$ cat config.mk
export PLATFORM = sky130hd
export DESIGN_NAME = fetch_sequencer
export DESIGN_NICKNAME = d
export VERILOG_FILES = /design/src/rtl/cpu_pkg.sv /design/src/rtl/ret_stack.sv /design/src/rtl/fetch_sequencer.sv
export SDC_FILE = /design/constraint.sdc
export NUM_CORES = 1
export LEC_CHECK = 0
export ABC_CLOCK_PERIOD_IN_PS = 7150
export BUFFER_PORTS_ARGS = -buffer_cell sky130_fd_sc_hd__buf_4
export CORE_ASPECT_RATIO = 1.25
export CORE_MARGIN = 2
export CORE_UTILIZATION = 30
export CTS_CLUSTER_SIZE = 12
export DETAILED_ROUTE_END_ITERATION = 8
export PLACE_DENSITY = 0.5
export SKIP_LAST_GASP = 1
export SYNTH_ARGS = -nofsm -noshare
export SYNTH_HDL_FRONTEND = slang
export SYNTH_SLANG_ARGS = --single-unit
$ cat constraint.sdc
create_clock -name CLK -period 7.15 [get_ports CLK]
set_clock_uncertainty 0.05 [all_clocks]
set_input_delay 0.3575 -clock CLK [delete_from_list [all_inputs] [get_ports CLK]]
set_output_delay 0.3575 -clock CLK [all_outputs]
set_load 0.005 [all_outputs]
$ cat src/rtl/cpu_pkg.sv
// cpu_pkg: types, field positions and opcode constants shared by the CPU front end
// and the microcode control unit.
package cpu_pkg;

  // Fetch sequencer states; encoding is visible to debug tooling, so keep it fixed.
  typedef enum logic [1:0] {
    ST_FETCH = 2'd0,
    ST_LATCH = 2'd1,
    ST_EXEC  = 2'd2,
    ST_FAULT = 2'd3
  } fetch_state_e;

  // Instruction field widths: opcode sits in the top bits, flag-select just below it.
  localparam int OPC_W  = 5;
  localparam int FSEL_W = 2;

  // Opcodes the control unit decodes into stack operations.
  localparam logic [OPC_W-1:0] OPC_NOP  = 5'b00000;
  localparam logic [OPC_W-1:0] OPC_CALL = 5'b10110;
  localparam logic [OPC_W-1:0] OPC_RET  = 5'b10111;  // unconditional return
  localparam logic [OPC_W-1:0] OPC_RETC = 5'b11000;  // flag-conditional return

  // MSB of the opcode field for a given instruction width.
  function automatic int opc_msb(input int instr_w);
    return instr_w - 1;
  endfunction

  // MSB of the flag-select field for a given instruction width.
  function automatic int fsel_msb(input int instr_w);
    return instr_w - 1 - OPC_W;
  endfunction

endpackage

$ cat src/rtl/ret_stack.sv
// ret_stack: small LIFO of return addresses. Reports an error when asked to push
// while full or pop while empty; the offending operation has no effect.
module ret_stack
  import cpu_pkg::*;
#(
  parameter int DEPTH  = 8,
  parameter int DATA_W = 16
) (
  input  logic              clk,
  input  logic              rst_n,
  input  logic              push,
  input  logic              pop,
  input  logic [DATA_W-1:0] push_data,
  output logic [DATA_W-1:0] top_data,
  output logic              full,
  output logic              empty,
  output logic              err
);

  localparam int IDX_W = $clog2(DEPTH);
  localparam int SP_W  = IDX_W + 1;

  // sp counts valid entries, so it needs one bit more than the index to reach DEPTH.
  logic [SP_W-1:0]   sp_q, sp_d;
  logic [DATA_W-1:0] stack_mem [DEPTH];
  logic [IDX_W-1:0]  wr_idx, rd_idx;
  logic              push_ok, pop_ok;

  assign full    = (sp_q == SP_W'(DEPTH));
  assign empty   = (sp_q == '0);
  // Pop takes precedence if both are requested; the parent never does that.
  assign pop_ok  = pop && !empty;
  assign push_ok = push && !pop && !full;
  assign err     = (pop && empty) || (push && !pop && full);

  // Low bits of sp address the next free slot; wrap at DEPTH is harmless when full.
  assign wr_idx   = sp_q[IDX_W-1:0];
  assign rd_idx   = wr_idx - IDX_W'(1);
  assign top_data = stack_mem[rd_idx];

  // Stack-pointer update for a successful push or pop.
  always_comb begin
    sp_d = sp_q;
    if (pop_ok) begin
      sp_d = sp_q - SP_W'(1);
    end else if (push_ok) begin
      sp_d = sp_q + SP_W'(1);
    end
  end

  // Stack pointer register; only sp needs a reset, entries are don't-care when empty.
  always_ff @(posedge clk or negedge rst_n) begin
    if (!rst_n) begin
      sp_q <= '0;
    end else begin
      sp_q <= sp_d;
    end
  end

  // Entry storage written on a successful push.
  always_ff @(posedge clk) begin
    if (push_ok) begin
      stack_mem[wr_idx] <= push_data;
    end
  end

endmodule

$ cat src/rtl/fetch_sequencer.sv
// fetch_sequencer: CPU front end. Owns the PC, sequences the synchronous program ROM
// through FETCH/LATCH/EXEC, and applies the control unit's next-PC request in EXEC.
module fetch_sequencer
  import cpu_pkg::*;
#(
  parameter int                ADDR_W      = 16,
  parameter int                INSTR_W     = 32,
  parameter int                STACK_DEPTH = 8,
  parameter logic [ADDR_W-1:0] RESET_VEC   = '0
) (
  input  logic               CLK,
  input  logic               RSTn,
  input  logic               PCpp,
  input  logic               JMP,
  input  logic               ret,
  input  logic               Call,
  input  logic               Stall,
  input  logic [INSTR_W-1:0] ROMdata,
  output logic [ADDR_W-1:0]  ROMaddr,
  output logic [OPC_W-1:0]   OPCode,
  output logic [FSEL_W-1:0]  A,
  output logic [INSTR_W-1:0] IR,
  output logic               IRvalid,
  output logic               Fault
);

  localparam int OPC_MSB  = opc_msb(INSTR_W);
  localparam int FSEL_MSB = fsel_msb(INSTR_W);

  fetch_state_e       state_q, state_d;
  logic [ADDR_W-1:0]  pc_q, pc_d;
  logic [INSTR_W-1:0] ir_q, ir_d;
  logic [ADDR_W-1:0]  pc_inc, target, stack_top;
  logic               exec_go, stack_push, stack_pop;
  logic               stack_full, stack_empty, stack_err;

  // PC+1 wraps naturally at the address width; the same value is pushed by Call.
  assign pc_inc = pc_q + ADDR_W'(1);
  assign target = ir_q[ADDR_W-1:0];

  // Stack operations only fire on the EXEC cycle that actually retires.
  // ret outranks Call, and ret always comes with JMP, so JMP is not consulted here.
  assign exec_go    = (state_q == ST_EXEC) && !Stall;
  assign stack_pop  = exec_go && ret;
  assign stack_push = exec_go && !ret && Call;

  ret_stack #(
    .DEPTH  (STACK_DEPTH),
    .DATA_W (ADDR_W)
  ) u_ret_stack (
    .clk       (CLK),
    .rst_n     (RSTn),
    .push      (stack_push),
    .pop       (stack_pop),
    .push_data (pc_inc),
    .top_data  (stack_top),
    .full      (stack_full),
    .empty     (stack_empty),
    .err       (stack_err)
  );

  // Next state, IR load in LATCH and next-PC selection in EXEC (ret > Call > JMP > PCpp).
  always_comb begin
    state_d = state_q;
    pc_d    = pc_q;
    ir_d    = ir_q;
    case (state_q)
      ST_FETCH: begin
        state_d = ST_LATCH;
      end
      ST_LATCH: begin
        ir_d    = ROMdata;
        state_d = ST_EXEC;
      end
      ST_EXEC: begin
        if (!Stall) begin
          state_d = ST_FETCH;
          if (ret) begin
            if (!stack_empty) pc_d = stack_top;
          end else if (Call) begin
            if (!stack_full) pc_d = target;
          end else if (JMP) begin
            pc_d = target;
          end else if (PCpp) begin
            pc_d = pc_inc;
          end
          // A rejected push/pop leaves the PC on the faulting instruction.
          if (stack_err) state_d = ST_FAULT;
        end
      end
      default: begin
        // ST_FAULT: everything frozen until reset
      end
    endcase
  end

  // State, PC and IR registers.
  always_ff @(posedge CLK or negedge RSTn) begin
    if (!RSTn) begin
      state_q <= ST_FETCH;
      pc_q    <= RESET_VEC;
      ir_q    <= '0;
    end else begin
      state_q <= state_d;
      pc_q    <= pc_d;
      ir_q    <= ir_d;
    end
  end

  assign ROMaddr = pc_q;
  assign IR      = ir_q;
  assign OPCode  = ir_q[OPC_MSB -: OPC_W];
  assign A       = ir_q[FSEL_MSB -: FSEL_W];
  assign IRvalid = (state_q == ST_EXEC);
  assign Fault   = (state_q == ST_FAULT);

endmodule
==> impl_metrics.ini <==
[outcome]
status = finished clean

[yosys]
ys_warn_count = 0
syn-num-nets = 529
syn_avg_cell_area_um2 = 16.1
synthArstFlopShare = 0.297
synth-seq-cells = 182
synth_cells = 483
yosysSeqAreaShare = 0.667
yosys_most_used_dff = edfxtp_1
netlist-cell-type-count = 53
netlist_area_um2 = 7790
synth-edff-count = 128

[finish]
insertedDiodeCount = 0
layout.nets = 627
syn2layout_area_growth_pct = 21.1
fin_area_um2 = 9440
drive_gt1_frac = 0.372
final_common_cell = edfxtp_1
final_util = 0.372
final_cell_mix = 128 x edfxtp_1, 108 x buf_4, 53 x dfrtp_1
stdcell_count = 929

[power_and_ir_drop]
power_density_nw_per_um2 = 422
ir_worst_vdd_uv = 197
leakage_uw = 0.00347
power.total_uw = 3990

[cts]
clock_latency_ns = 0.43
clockRootBuffer = clkbuf_16
post_cts_buffers = 0
cts.htree.levels = 4
cts_buffers = 17
cts_sinks = 182
cts_resized = 0
path_clk_slew_ns = 0.07
cts_tree = done
hold_buffers = 1
clock_path_buffers = 2

[sta]
maxSlewViolCount = 0
period_minus_slack_ns = 2.86
setup_viol = 0
slew_headroom = 0.363
finalHoldViolCount = 0
tns_ns = 0
rsz0062_at_grt = no
worstMarginPinSlew_ns = 0.952
fin_crit_sh = 0.400
max_clock_freq_mhz = 349

[detailed_routing]
drt-initial-drc-count = 380
avgRoutedWirePerCell_um = 21.3
drt.antenna.violating_nets = 0
viasPerCell = 4.89
vias = 4544
drc = 0
drt-total-wl_um = 19800
dr.pass1.iters = 4

[critical_path]
rr_endpoint = u_ret_stack.stack_mem[2][9]$_DFFE_PP_
worstSetupStartpoint = state_q[0]$_DFFE_PN0P_
r2r-start = state_q[0]$_DFFE_PN0P_
crit_path_end_kind = flop
crit_path_max_fanout = 9
rr_worst_depth = 7
critPathArrivalTime_ns = 2.94
path_class = reg2reg
critPathRequiredTime_ns = 7.23
start_kind = flop
r2r_slack_ns = 4.29

[global_routing]
grt_pass1_wl_um = 30700
grt_max_degree = 55
grt_use_total = 0.152
gr-total-overflow = 0
grt_pass1_vias = 5000
antenna_found_initial = 0

[placement]
gp_congestion = 0.825
placed_cells = 896
place_area_um2 = 8860
port-buffer-count = 95
hpwl_um = 13100

[worst_hold_path]
hold_depth = 2
hold_path_end = IR[20]$_DFFE_PN0N_
min-delay-start = ROMdata[20]
hp-class = in2reg

[floorplan]
core_area_um2 = 25400
pin_count = 96
num_rows = 65
die_area_um2 = 27300
die_h_um = 184
die_x_um = 148
start_util = 0.307

[job]
max_cap_viol_count = 0
flip-flops by register name, indices dropped and copies added (netlist names):
signal                 count
IR                        32
ROMaddr                   16
state_q                    2
u_ret_stack.sp_q           4
u_ret_stack.stack_mem    128
cell type report:
| cell class | count | area [µm²] |
|---|---|---|
| clock buffer | 17 | 425 |
| clock inverter | 15 | 141 |
| fill | 2429 | 15900 |
| inverter | 5 | 18.8 |
| multi-input combinational | 266 | 2420 |
| sequential | 182 | 5200 |
| tap | 335 | 419 |
| timing repair buffer | 109 | 821 |
report_power, final:
| part | internal (µW) | leakage (µW) | switching (µW) | total [µW] |
|---|---|---|---|---|
| Clock | 461 | 0.000277 | 437 | 898 |
| Combinational | 747 | 0.00139 | 722 | 1470 |
| Sequential | 1400 | 0.00180 | 216 | 1620 |
worst max-delay path, stage by stage, from the launching register on:
cell and delay [ns]:
dfrtp_1 0.43, inv_1 0.10, ha_1 0.23, nor3b_2 0.28, and3_1 0.24, nand2_1 0.13
nor2_1 0.75, buf_4 0.34
cells by family after synthesis:
group | share of synthesized area
fa+ha+maj | 0.0112
xor+xnor | 0.0238
simple gates | 0.0676
flops | 0.667
compound gates | 0.0432
buf+inv | 0.0250
mux | 0.163
synth_stat cells (all sizes together) (5+ instances only):
cell type,instances,share of area
a21oi,7,0.0045
a31oi,5,0.0040
and3,7,0.0056
buf,20,0.018
clkbuf,10,0.0050
dfrtp,54,0.17
edfxtp,128,0.49
ha,7,0.011
inv,5,0.0024
mux2,37,0.053
mux2i,13,0.017
mux4,32,0.092
nand2,24,0.012
nand3,8,0.0051
nor2,39,0.019
nor3,9,0.0071
o21ai,16,0.010
o221ai,5,0.0056
xnor2,11,0.012
xor2,8,0.011
metrics by stage:
stage	worst slack [ns]	hold slack, ns
after floorplan	3.91	0.0119
after global placement	4.32	0.422
after detailed placement	4.24	0.423
after CTS	4.22	0.0883
after global routing	4.08	0.0842
final	4.29	0.109
metal layers:
metal,wire [µm],up-vias,part of all wire,GRT usage
met2,10100,146,0.51,0.260
met5,0,-,0,0
li1,-,2053,-,-
met1,8370,2327,0.42,0.189
met4,264,0,0.013,0.0457
met3,1070,18,0.054,0.0389
worst max path at each step:
stage                                                  end  depth (start not counted)
floorplan            u_ret_stack.stack_mem[1][0]$_DFFE_PP_                          8
global placement    u_ret_stack.stack_mem[2][10]$_DFFE_PP_                          7
detailed placement  u_ret_stack.stack_mem[2][10]$_DFFE_PP_                          7
CTS                  u_ret_stack.stack_mem[2][9]$_DFFE_PP_                          7
global route         u_ret_stack.stack_mem[2][9]$_DFFE_PP_                          7
finish               u_ret_stack.stack_mem[2][9]$_DFFE_PP_                          7
Power figures use the tool's default switching activity.
